**config.mk**
```make
export PLATFORM = sky130hd
export DESIGN_NAME = fpr_cdb_arbiter
export DESIGN_NICKNAME = d
export VERILOG_FILES = /design/src/rtl/fpr_cdb_arbiter.sv
export SDC_FILE = /design/constraint.sdc
export NUM_CORES = 1
export LEC_CHECK = 0
export BUFFER_PORTS_ARGS = -buffer_cell sky130_fd_sc_hd__clkbuf_2
export CAP_MARGIN = 30
export CORE_AREA = 2 2 81 83
export DETAILED_ROUTE_END_ITERATION = 12
export DIE_AREA = 0 0 83 85
export HOLD_SLACK_MARGIN = 0.05
export PLACE_DENSITY = 0.72
export SYNTH_ARGS = -nofsm -noshare
export SYNTH_HDL_FRONTEND = slang
export SYNTH_SLANG_ARGS = --single-unit
```
**constraint.sdc**
```tcl
create_clock -name clk -period 1.54 [get_ports clk]
set_input_delay 0.231 -clock clk [delete_from_list [all_inputs] [get_ports clk]]
set_output_delay 0.231 -clock clk [all_outputs]
set_load 0.05 [all_outputs]
```
**src/rtl/fpr_cdb_arbiter.sv**
```systemverilog
// FPR common-data-bus arbiter: grants one FP unit per cycle and broadcasts its tag/result one cycle later.
// Define FPR_CDB_RR_EN for rotating round-robin priority; otherwise fixed priority with index 0 highest.

`ifndef ROB_WIDTH
`define ROB_WIDTH 4
`endif

package fpr_cdb_pkg;
  localparam int ROB_WIDTH = `ROB_WIDTH;

  typedef struct packed {
    logic                 valid;
    logic [ROB_WIDTH-1:0] tag;
    logic [31:0]          data;
  } cdb_t;
endpackage

module fpr_cdb_arbiter
  import fpr_cdb_pkg::*;
#(
  parameter int N_REQ = 4
) (
  input  logic                               clk,
  input  logic                               reset,
  input  logic [N_REQ-1:0]                   req_valid,
  output logic [N_REQ-1:0]                   req_ready,
  input  logic [N_REQ-1:0][ROB_WIDTH-1:0]    req_tag,
  input  logic [N_REQ-1:0][31:0]             req_result,
  output cdb_t                               fpr_cdb,
  output logic [15:0]                        grant_count
);

  localparam int SELW = $clog2(N_REQ);

  logic [SELW-1:0]      w_ptr;
  logic                 w_found;
  logic                 w_grant;
  logic [SELW-1:0]      w_sel;
  logic [N_REQ-1:0]     w_ready;

  logic                 r_any;
  logic [SELW-1:0]      r_sel;
  logic [ROB_WIDTH-1:0] r_tag;
  logic [15:0]          r_count;

`ifdef FPR_CDB_RR_EN
  logic [SELW-1:0]      r_ptr;

  assign w_ptr = r_ptr;

  always_ff @(posedge clk) begin
    if (reset) begin
      r_ptr <= '0;
    end else if (w_grant) begin
      r_ptr <= (w_sel == SELW'(N_REQ-1)) ? '0 : w_sel + 1'b1;
    end
  end
`else
  assign w_ptr = '0;
`endif

  // Scan from the priority pointer upward, wrapping; first requester wins.
  always_comb begin
    int idx;
    w_found = 1'b0;
    w_sel   = '0;
    for (int k = 0; k < N_REQ; k++) begin
      idx = int'(w_ptr) + k;
      if (idx >= N_REQ) begin
        idx = idx - N_REQ;
      end
      if (!w_found && req_valid[SELW'(idx)]) begin
        w_found = 1'b1;
        w_sel   = SELW'(idx);
      end
    end
  end

  assign w_grant = w_found && !reset;

  always_comb begin
    w_ready = '0;
    if (w_grant) begin
      w_ready[w_sel] = 1'b1;
    end
  end

  assign req_ready = w_ready;

  always_ff @(posedge clk) begin
    if (reset) begin
      r_any   <= 1'b0;
      r_sel   <= '0;
      r_tag   <= '0;
      r_count <= '0;
    end else begin
      r_any <= w_grant;
      r_sel <= w_sel;
      r_tag <= req_tag[w_sel];
      if (w_grant && (r_count != 16'hFFFF)) begin
        r_count <= r_count + 16'd1;
      end
    end
  end

  // The winner registers its result on the grant edge, so data is muxed live from it here.
  assign fpr_cdb.valid = r_any;
  assign fpr_cdb.tag   = r_any ? r_tag : '0;
  assign fpr_cdb.data  = r_any ? req_result[r_sel] : 32'd0;
  assign grant_count   = r_count;

  always_ff @(posedge clk) begin
    if (!reset) begin
      assert ($onehot0(req_ready));
      assert ((req_ready & ~req_valid) == '0);
    end
  end

endmodule

```
==> summary.log <==
qor: worst_setup_path.critical_path.reg2reg.endpoint grant_count[11]
qor: final_layout.design_area 0.00375 mm²
qor: worst_setup_path.path_max_fanout 8
qor: floorplanning.coreArea 0.00620 mm²
qor: power_and_ir_drop.power.static_leakage 1.54 nW
qor: logic_synthesis.ys_async_sr_fraction 0
qor: clocking.cts.htree.levels 1
qor: worst_setup_path.reg2reg_from grant_count[0]
qor: timing.final-hold-violation-count 0
qor: worst_setup_path.crit_family buffers and inverters
qor: worst_setup_path.end_kind output pin
qor: grt.gr-usage-all-layers 0.193
qor: drt.wl_per_cell 17.1 µm
qor: logic_synthesis.yosysSeqAreaShare 0.263
qor: clocking.cts_max_path_buffers 2
qor: timing.grt_setup_unrepaired yes
qor: timing.fmaxAchievable 595 MHz
qor: placement.gp_congestion 0.790
qor: grt.gr-total-overflow 0
qor: worst_setup_path.r2r.worst_path.cells 5
qor: clocking.holdBufCountCts 0
qor: logic_synthesis.count_of_flip_flops_with_a_built_in_enable_after_synthesis 0
qor: worst_setup_path.critical_path.cell_chain buf_12, buf_16, mux2i_4, nor2b_4, buf_8
qor: timing.layout_min_cycle_time 1680 ps
qor: power_and_ir_drop.p_per_area 554 mW/mm²
qor: timing.finalClockSkew 2.44 ps
qor: worst_setup_path.critPathMaxStageDelay 390 ps
qor: worst_setup_path.critPathRequiredTime 1310 ps
qor: floorplanning.die-area 0.00706 mm²
qor: logic_synthesis.synthesis.instances 195
qor: clocking.cts_sinks 22
qor: logic_synthesis.synth_top_cells_by_area sky130_fd_sc_hd__dfxtp_1 (26%), sky130_fd_sc_hd__mux2i_1 (21%), sky130_fd_sc_hd__nor2b_1 (13%)
qor: placement.dpl_cell_area 0.00286 mm²
qor: placement.portbufs 130
qor: final_layout.areaGrowthSynthToFinish 124%
qor: drt.post_route_wl 7100 µm
qor: worst_setup_path.setup.worst_path.start_class flip-flop
qor: drt.detailedRoute.firstIterationViolations 67
qor: floorplanning.std_cell_rows 29
qor: drt.viasPerCell 5.08
qor: logic_synthesis.synth_largest_area_cell sky130_fd_sc_hd__dfxtp_1
qor: drt.drt_drc_violations_left 0
qor: job.max_cap_viol_count 0
qor: logic_synthesis.yosysWarnings 0
qor: logic_synthesis.synth_largest_type_area_fraction 0.263
qor: timing.finalCritPeriodShare 1.09
qor: final_layout.num_antenna_cells 0
qor: worst_setup_path.critPathBufInv 3
qor: floorplanning.floorplan.die.height 85 µm
qor: floorplanning.dieWidth 83 µm
qor: drt.dr_vias 2105
qor: grt.antenna_found_initial 0
qor: logic_synthesis.synth_top_flop_cell sky130_fd_sc_hd__dfxtp_1
qor: worst_setup_path.slowest_stage sky130_fd_sc_hd__dfxtp_4
qor: worst_hold_path.timing.hold.worst.start req_tag[6]
qor: worst_setup_path.cp_num_cells 5
qor: worst_setup_path.critPathKind flip-flop to output pin
qor: final_layout.post_route_utilization 0.605
qor: logic_synthesis.synthesis.area 0.00168 mm²
qor: timing.report.final.slew_viol_count 0
qor: final_layout.fillerInstances 489
qor: final_layout.most_frequent_standard_cell_in_the_layout_excluding_fill_and_tap_cells sky130_fd_sc_hd__clkbuf_2
qor: grt.grt_pass1_vias 2116
qor: run_status.status complete, but fails checks
qor: worst_setup_path.cp.arrival 1450 ps
qor: worst_hold_path.holdPathEnd r_tag[2]
qor: worst_hold_path.whs_path_depth 3
qor: floorplanning.initial_utilization 0.270
qor: drt.drtAntennaViolNets 0
qor: logic_synthesis.synth_cell_type_count 36
qor: clocking.tritoncts built
qor: final_layout.drive_above_1_share 0.709
qor: clocking.ctsRootBufferMaster sky130_fd_sc_hd__clkbuf_8
qor: logic_synthesis.syn_area_per_cell 8.60 µm²
qor: run_status.failed_checks setup timing
qor: grt.global_route_wire_length_before_repair 11000 µm
qor: worst_hold_path.hold_path.class primary input to flip-flop
qor: power_and_ir_drop.peakVddDrop 0.502 mV
qor: final_layout.fin_nets 489
qor: drt.drt_first_pass_iters 4
qor: floorplanning.io-pin-count 207
qor: logic_synthesis.synth.ff_latch_count 22
qor: clocking.clk_transition_reported_paths 80 ps
qor: placement.dp.final_hpwl 4500 µm
qor: timing.setup_viol_count_final 30
qor: grt.grt_start_max_net_pins 24
qor: timing.post-route-worst-setup-slack -140 ps
qor: clocking.cts_made_buffers 3
qor: final_layout.most_frequent_cells_in_the_layout sky130_fd_sc_hd__clkbuf_2 (92), sky130_fd_sc_hd__mux2i_4 (30), sky130_fd_sc_hd__nor2b_4 (30), sky130_fd_sc_hd__buf_8 (30), sky130_fd_sc_hd__buf_4 (14)
qor: clocking.worst_skew_pair.late_latency 270 ps
qor: worst_setup_path.r2r_setup_slk 40 ps
==> layer usage <==
metal / up-vias / part of all wire / track usage
met5: - / 0 / 0
met4: 0 / 0.012 / 0.0328
met3: 8 / 0.042 / 0.0311
met2: 87 / 0.56 / 0.376
met1: 998 / 0.39 / 0.225
li1: 1012 / - / -
==> area by class of cell <==
cell class | count | area, µm² | share of cell area
Multi-Input combinational cell | 155 | 1780 | 0.474
Timing Repair Buffer | 150 | 1300 | 0.347
Sequential cell | 22 | 489 | 0.130
Tap cell | 77 | 96.3 | 0.0257
Clock buffer | 4 | 66.3 | 0.0177
Inverter | 6 | 22.5 | 0.00600
==> how the worst max path moves through the flow <==
| stage | from | endpoint | slack (ps) |
|---|---|---|---|
| 5_1_grt | r_sel[0] | fpr_cdb[29] | -190 |
| 2_1_floorplan | grant_count[7] | grant_count[14] | 30 |
| 4_1_cts | r_sel[0] | fpr_cdb[28] | -160 |
| 6_report | r_sel[0] | fpr_cdb[29] | -140 |
| 3_5_place_dp | grant_count[0] | grant_count[11] | 30 |
| 3_3_place_gp | grant_count[0] | grant_count[11] | 70 |
==> synth_stat cells (3+ instances only) <==
cell type and instances:
sky130_fd_sc_hd__nor2b_1 34, sky130_fd_sc_hd__buf_2 3, sky130_fd_sc_hd__o311ai_0 4, sky130_fd_sc_hd__inv_1 5, sky130_fd_sc_hd__clkbuf_1 6, sky130_fd_sc_hd__or4_1 5, sky130_fd_sc_hd__nand3_1 9, sky130_fd_sc_hd__dfxtp_1 22
sky130_fd_sc_hd__nand4_1 5, sky130_fd_sc_hd__a21oi_1 7, sky130_fd_sc_hd__o41ai_1 7, sky130_fd_sc_hd__and2_1 8, sky130_fd_sc_hd__mux2i_1 36, sky130_fd_sc_hd__nor2_1 6, sky130_fd_sc_hd__nand2_1 7, sky130_fd_sc_hd__o21ai_0 3
sky130_fd_sc_hd__buf_4 3
==> flip-flops by register name, summed over array words and instances, names as in the netlist <==
signal / cells
r_tag: 4
r_sel: 1
r_any: 1
grant_count: 16
==> metrics by stage <==
stage | power (W) | setup TNS [ps] | cells | setup WS (ps) | hold slack (ps)
finish | 0.00208 | -2910 | 414 | -140 | 201
global route | 0.00215 | -4260 | 414 | -195 | 211
CTS | 0.00204 | -3530 | 412 | -156 | 198
detailed placement | 0.00132 | 0 | 403 | 33.4 | 463
global placement | 0.00131 | 0 | 403 | 67.0 | 447
floorplan | 0.00109 | 0 | 196 | 33.1 | 375
==> timing repair <==
| action | 4_1_cts | 5_1_grt |
|---|---|---|
| cloned | 3 | 0 |
| endpoints found under the setup margin | 32 | 40 |
| pin swaps | 0 | 4 |
| gates resized for setup | 126 | 42 |
| setup buffers | 2 | 3 |
==> cell families (layout without fill, tap and decap cells) <==
kind of cell,Yosys count,count (layout),share of synthesized area
muxes,36,36,0.215
adders and majority gates,1,1,0.00746
AOI/OAI and AO/OA,32,32,0.145
and+or+nand+nor,84,84,0.312
other,1,2,0.00224
DFF,22,22,0.263
buffers and inverters,19,160,0.0560
==> worst min-delay path: cells and delay by family <==
kind / cells / cell delay (ps)
buf+inv: 1 / 80
simple gates: 1 / 80
mux: 1 / 60
==> report_power, final <==
| group | switching, W | internal [W] |
|---|---|---|
| logic | 0.000534 | 0.000476 |
| registers | 0.0000146 | 0.000571 |
| clock network | 0.000203 | 0.000282 |
No activity file was read; power rests on OpenSTA's default activity.
